`src/rtl/demux1to2_reg.sv`:
```
// 1-to-2 registered demux with one independent holding slot per output.
// Optional delivered-word counters are built when DEMUX_CNT_EN is defined.
module demux1to2_reg #(
   parameter int WIDTH = 32
) (
   input  logic             clk,
   input  logic             rst_n,
   input  logic [WIDTH-1:0] in_data,
   input  logic             in_sel,
   input  logic             in_valid,
   output logic             in_ready,
   output logic [WIDTH-1:0] out0_data,
   output logic             out0_valid,
   input  logic             out0_ready,
   output logic [WIDTH-1:0] out1_data,
   output logic             out1_valid,
   input  logic             out1_ready
`ifdef DEMUX_CNT_EN
   ,
   input  logic             cnt_clr,
   output logic [15:0]      cnt0,
   output logic [15:0]      cnt1
`endif
);

   logic rdy0;
   logic rdy1;
   logic acc;
   logic ld0;
   logic ld1;
   logic tx0;
   logic tx1;

   // Readiness only looks at the addressed slot, so a stalled port
   // never blocks words headed for the other one.
   assign rdy0     = ~out0_valid | out0_ready;
   assign rdy1     = ~out1_valid | out1_ready;
   assign in_ready = in_sel ? rdy1 : rdy0;

   assign acc = in_valid & in_ready;
   assign ld0 = acc & ~in_sel;
   assign ld1 = acc & in_sel;
   assign tx0 = out0_valid & out0_ready;
   assign tx1 = out1_valid & out1_ready;

   always_ff @(posedge clk or negedge rst_n) begin
      if (!rst_n) begin
         out0_valid <= 1'b0;
         out0_data  <= '0;
      end else if (ld0) begin
         out0_valid <= 1'b1;
         out0_data  <= in_data;
      end else if (tx0) begin
         out0_valid <= 1'b0;
      end
   end

   always_ff @(posedge clk or negedge rst_n) begin
      if (!rst_n) begin
         out1_valid <= 1'b0;
         out1_data  <= '0;
      end else if (ld1) begin
         out1_valid <= 1'b1;
         out1_data  <= in_data;
      end else if (tx1) begin
         out1_valid <= 1'b0;
      end
   end

`ifdef DEMUX_CNT_EN
   // Clear wins over a same-cycle increment; counts saturate at all-ones.
   always_ff @(posedge clk or negedge rst_n) begin
      if (!rst_n) begin
         cnt0 <= '0;
         cnt1 <= '0;
      end else if (cnt_clr) begin
         cnt0 <= '0;
         cnt1 <= '0;
      end else begin
         if (tx0 && cnt0 != 16'hFFFF)
            cnt0 <= cnt0 + 16'd1;
         if (tx1 && cnt1 != 16'hFFFF)
            cnt1 <= cnt1 + 16'd1;
      end
   end
`endif

endmodule

```
`config.mk`:
```
export PLATFORM = sky130hd
export DESIGN_NAME = demux1to2_reg
export DESIGN_NICKNAME = d
export VERILOG_FILES = /design/src/rtl/demux1to2_reg.sv
export SDC_FILE = /design/constraint.sdc
export NUM_CORES = 1
export LEC_CHECK = 0
export ABC_AREA = 1
export CORE_AREA = 2 2 102 74
export DETAILED_ROUTE_END_ITERATION = 6
export DIE_AREA = 0 0 104 76
export PLACE_DENSITY = 0.79
export REMOVE_ABC_BUFFERS = 1
export SYNTH_ARGS = -nofsm -noshare
export SYNTH_HDL_FRONTEND = slang
export SYNTH_SLANG_ARGS = --single-unit
export TNS_END_PERCENT = 100
```
`constraint.sdc`:
```
create_clock -name clk -period 1.7 [get_ports clk]
set_input_delay 0.255 -clock clk [delete_from_list [all_inputs] [get_ports clk]]
set_output_delay 0.255 -clock clk [all_outputs]
set_load 0.01 [all_outputs]
```
# After elaboration in Yosys (flattened, before gate mapping)
# Index checks and enable logic that the tools add are counted.
# totals
ff_bits	66
latchBits	0
ram_bits	0
romBits	0
input_bits	38
n_memories	0
# op_classes
addsub	0
multipliers	0
div_mod_pow	0
order_cmp	0
n_eq_ne	0
shift	0
n_mux	5
bitwise	10
n_reduce_logical	2
# op_table
cell	count
1-bit AND	5
1-bit 2-to-1 mux	5
2-bit nonzero test	2
1-bit inverter	3
1-bit bitwise OR	2

# Logic depth before layout (Yosys ltp)
# Gate-level depths: netlist (run 1).
# logic_depth
ltp_word	6
depth_mapped	6

# Worst setup path after synthesis (run 1)
# No wires, ideal clock.
# synth_path
path_kind	flip-flop to output port
start	register out1_valid
end	output in_ready
arrival_ns	0.984
setup_slack_ns	0.461
stages_incl_launch_ff	5
path_buffers	1
path_cell_list	dfrtp_1 -> nand2_2 -> clkbuf_1 -> nand2_1 -> nand2_1
# synth_via
elab_chain_len	3
# synth_lines
item	line	rtl
start, declared	16	output logic out1_valid,
start signal, assigned	60	out1_valid <= 1'b0;
start signal, assigned	63	out1_valid <= 1'b1;
start signal, assigned	66	out1_valid <= 1'b0;
1-bit inverter	37	assign rdy1 = ~out1_valid | out1_ready;
1-bit bitwise OR	37	
1-bit 2-to-1 mux	38	assign in_ready = in_sel ? rdy1 : rdy0;
end, declared	11	output logic in_ready,
# Every way passes these cells.

# Worst setup path after layout (run 1)
# layout_path
start	register out0_data[31]
end	output out0_data[31]
# layout_rtl
item	line	rtl
start, declared	12	output logic [WIDTH-1:0] out0_data,
start signal, assigned	52	out0_data <= in_data;
# No word-level cell between the ends.

==> impl_metrics.toml, run 1 <==
[setup_path]
critPathKind = "reg2out"
critPathBufInv = 1
crit_chain = "clkdlybuf4s50_1"
cp.required_ns = 1.44
cp_max_fo = 2
setup.worst_path.start_class = "flip-flop"
critical_path.slowest_cell = "clkdlybuf4s50_1"
cp.arrival_ns = 1.28
end_kind = "output port"
path_delay_family = "buffers and inverters"
max_stage_delay_ns = 0.59

[pwr]
total_power_mw = 4.49
ir_worst_vdd_v = 0.000572
power.leakage_nw = 1.97
power_density_nw_per_um2 = 1100

[timing]
period_share_pct = 90.4
period_needed_ns = 1.54
finalHoldViolCount = 0
skew_ns = 0.00441
setup_viol = 0
tightest_slew_ns = 0.398
fmax_mhz = 651
max_slew_margin_pct = 73.5
rsz0062_at_grt = "false"
totalNegativeSetupSlack_ns = 0
hold_slack_ns = 0.382
drv_slew = 0

[placement]
globalplace.congestion = 0.761
dp_hpwl_um = 5210
io_buffer_count = 104

[synth]
yosysMostFrequentCell = "nand2_1"
synthTopCellsByArea = "dfrtp_1 (61%), nand2_1 (19%), nand4_1 (15%)"
synth_common_cells = "nand2_1 (134), dfrtp_1 (66), nand4_1 (64), buf_2 (20), clkbuf_1 (5)"
synth.distinct_cells = 11
ys_warn_count = 0
synthCells = 296
ys_ff_latch = 66
avgSynthCellArea_um2 = 9.17
synth_enable_flop_cells = 0
synth_top_area_share_pct = 60.9
async_flop_share_pct = 100
ys_seq_area_share_pct = 60.9
syn_area_um2 = 2710
synthFlopType = "dfrtp_1"
yosys.area.top_type = "dfrtp_1"

[clock_network]
cts_tree = "yes"
clk_pin_slew_ns = 0.07
root_buffer = "clkbuf_8"
ctsLongestPathBuffers = 2
cts_buffers = 9
clk_latency_ns = 0.34
htreeDepth = 3
clock-sinks = 66

[drt]
dr.pass1.iters = 4
ant_nets = 0
wirelength_um = 7890
drt_iter0_drc = 96
via_per_inst = 5.10
drc = 0
vias = 2570
wl_per_cell_um = 15.6

[cells_and_area]
drive_gt1_share_pct = 8.17
n_fill_cell = 631
nNetsFinal = 437
syn_to_final_growth_pct = 50.9

[grt]
grt_util_all_layers_pct = 20.7
grt_most_used_layer = "met2"
use_met1_pct = 26.5
grt_pass1_vias = 2535
antenna_found_initial = 2
grt_pass1_wl_um = 13000
grt-ovfl-total = 0
grt_use_met2_pct = 32.3
grt_max_degree = 67
use_met3_pct = 7.96

[floorplanning]
initial_core_util_pct = 38.6
die_area_um2 = 7900
rows = 26
die_h_um = 76
coreArea_um2 = 7030
ios = 105
die_x_um = 104

[status]
status = "finished, final reports clean"

[worst_hold_path]
hold_class = "in2reg"

[flow_run]
max-cap-violations = 0
[path summary, 6_finish.rpt]
check / cells past startpoint / slack (ns) / end / start
worst min register to register: 2 / 0.47 / out0_data[10] / out0_data[10]
worst max-delay path: 1 / 0.16 / out0_data[31] / out0_data[31]
max in group asynchronous: 3 / 0.95 / out1_data[21] / rst_n
worst min-delay path: 3 / 0.38 / out0_data[3] / in_valid
min in group asynchronous: 3 / 0.47 / out0_data[1] / rst_n
worst max register to register: 6 / 0.27 / out0_data[12] / out0_valid
[logic make-up (layout without fill, tap and decap cells)]
logic type	Yosys count	after routing	synth area share, %
simple gates	201	201	34.1
buf+inv	29	137	5.07
other cells	0	2	0
flops	66	66	60.9
[flip-flops by register name (all words and copies together), names as in the netlist]
| name | flops |
|---|---|
| out0_data | 32 |
| out0_valid | 1 |
| out1_data | 32 |
| out1_valid | 1 |
[stage by stage]
stage                     util [%]  area [µm²]  cells  setup WS, ns
after floorplan                  -        2590    270        -0.157
after global placement        55.2        3880    485        -0.104
after detailed placement      55.2        3880    485        -0.106
after CTS                     58.2        4090    502         0.135
after global routing          58.2        4090    503         0.110
final                         58.3        4090    504         0.164
[metal layers]
metal	up-vias	share of wire, %
met4	0	1.7
met1	1230	44
li1	1210	-
met2	118	46
met3	12	8.0
met5	-	0
[area by class of cell]
| class | count | area, µm² | area share (%) |
|---|---|---|---|
| repair buffers | 118 | 1170 | 28.7 |
| flip-flops and latches | 66 | 1650 | 40.3 |
| clock buffers | 12 | 155 | 3.79 |
| clock inverters | 4 | 50.0 | 1.22 |
| inverters | 3 | 11.3 | 0.275 |
| well taps | 98 | 123 | 3.00 |
| diodes | 2 | 5.00 | 0.122 |
| multi-input cells | 201 | 925 | 22.6 |
[timing repair]
| item | in CTS | in global routing |
|---|---|---|
| setup endpoints to repair | 1 | 0 |
| hold buffers | 1 | 0 |
| endpoints found under the hold margin | 66 | 0 |
| buffers inserted | 0 | 0 |
| gates resized for setup | 2 | 0 |
[power by group]
group	internal (mW)	switching (mW)
combinational	0.629	0.529
sequential	1.82	0.153
clock	0.755	0.601
total	3.20	1.28
[cells in the final DEF (no fill, tap or decap), drive strengths merged]
master and count:
nand2 135, clkdlybuf4s50 100, dfrtp 66, nand4 64
buf 15, clkbuf 12, inv 3, diode 2
clkinvlp 2, dlygate4sd2 2, nand3 2, clkinv 1
bufinv 1, dlygate4sd3 1
No activity file was read; power rests on OpenSTA's default activity.
==> run 2: changes to the inputs <==
--- a/config.mk
+++ b/config.mk
@@ -7,6 +7,7 @@
 export LEC_CHECK = 0
 export ABC_AREA = 1
 export CORE_AREA = 2 2 102 74
+export CTS_CLUSTER_SIZE = 25
 export DETAILED_ROUTE_END_ITERATION = 6
 export DIE_AREA = 0 0 104 76
 export PLACE_DENSITY = 0.79
==> results of run 2 <==
The final DEF is identical to that of run 1; final timing and power are the same.
==> patch: new RTL, flow settings as in run 2 <==
Set the parameter `WIDTH` to 16 (it was 32).
--- a/src/rtl/demux1to2_reg.sv
+++ b/src/rtl/demux1to2_reg.sv
@@ -2,5 +2,5 @@
 // Optional delivered-word counters are built when DEMUX_CNT_EN is defined.
 module demux1to2_reg #(
-   parameter int WIDTH = 32
+   parameter int WIDTH = 16
 ) (
    input  logic             clk,
Ports: changed (resized in_data, out0_data and out1_data); port bits go from 105 to 57. The function was not compared with the original's and may differ.
==> patch against run 2 <==
Routed wire length is 44% lower; sequential cell count is 32 lower; critical path depth is 5 higher; clock skew is 0.00099 ns higher; worst setup slack worse by 0.039 ns; power is 50% lower; via count is 47% lower; sequential share of layout area is 2.1 points lower; fmax is 2.5% lower; cell count is 38% lower; area after synthesis is 46% lower; final area is 46% lower; first-iteration DRC count is 54% lower; highest routed layer unchanged.
==> patch: results <==
metrics = {
    "setup_path": {
        "worstPathMaxFanout": 4,
        "reg2reg_depth": 5,
        "critPathSlowestCell": "clkdlybuf4s50_1",
        "max_stage_delay_ns": 0.47,
        "critPathArrivalTime_ns": 1.32,
        "critical-path-top-delay-family": "buffers and inverters",
    },
    "synthesis": {
        "synthTopCellsByCount": "nand2_1, dfrtp_1, nand4_1",
        "synthArstFlopShare_pct": 100.0,
        "yosysWarnings": 0,
        "synth.area.top_cells": "dfrtp_1, nand2_1, nand4_1",
        "synth_cell_type_count": 11,
        "seq_area_frac_synth_pct": 58.37,
        "syn-instance-count": 153,
    },
    "power": {
        "seq-power_mw": 1.01,
        "internal-power_mw": 1.592,
        "pg_clk_mw": 0.616,
        "swShare_pct": 28.85,
        "p_leak_nw": 1.054,
        "vdd_drop_max_v": 0.0002766,
    },
    "cts": {
        "htreeDepth": 2,
        "clock_latency_ns": 0.28,
        "cts_root_buffer": "clkbuf_8",
        "cts_buffers": 5,
        "clkTransAtPathRegs_ns": 0.07,
        "cts_max_path_buffers": 2,
    },
    "routing": {
        "wl_met1_um": 1977,
        "finalWirelength_um": 4430,
        "via_per_inst": 4.318,
        "drt_iter0_drc": 44,
        "dr_wl_met2_um": 2077,
        "wl_per_cell_um": 14.11,
        "met3_length_um": 300,
    },
    "global_routing": {
        "antenna_found_initial": 0,
        "grt_pass1_wl_um": 7086,
        "track_usage_pct": 11.56,
        "grt_max_degree": 35,
        "grt_pass1_vias": 1376,
        "use_met2_pct": 18.29,
        "use_met1_pct": 13.94,
        "met3_usage_pct": 4.534,
    },
    "placed_design": {
        "place_inst": 306,
        "dp_hpwl_um": 3054,
        "port_buffers": 56,
        "place_congestion": 0.7356,
        "placed_area_um2": 2135,
        "pre_cts_slack_ns": -0.1382,
    },
    "layout": {
        "num-fill-cells": 737,
        "multi_input_area_um2": 511.7,
        "nets": 237,
        "drive_above_1_share_pct": 10.65,
        "largest_registers": "out0_data x16, out1_data x16",
        "n_antenna_cell": 0,
    },
    "run_status": {
        "status": "finished, final reports clean",
    },
    "timing": {
        "finClkSkew_ns": 0.005402,
        "max_slew_margin_pct": 70.19,
    },
    "min_path": {
        "worst_hold_path_type": "in2async",
    },
}
==> patch: repair_timing <==
item                       CTS  global route
setup endpoints to repair    1             0
setup buffers                0             0
hold buffers                 0             0
resized for setup            1             0
==> patch: worst paths after layout <==
path,to,slack (ns),start
min,out0_data[0],0.004,rst_n
max in group asynchronous,out0_valid,1.38,rst_n
max reg2reg,out1_data[2],0.40,out1_valid
max,in_ready,0.12,in_sel
min in group clk,out0_data[5],0.47,out0_data[5]
min reg2reg,out0_data[5],0.47,out0_data[5]
==> patch: logic make-up after synthesis <==
group,after synthesis,share of synthesized area (%)
buf+inv,14,6.524
flops,34,58.37
simple gates,105,35.11
==> patch: area by class of cell <==
class	count	share of cell area, %
clock buffer	7	3.881
clock inverter	1	0.2250
inverter	3	0.8436
multi-input combinational	105	23.00
sequential	34	38.25
tap	98	5.512
timing repair buffer	66	28.29
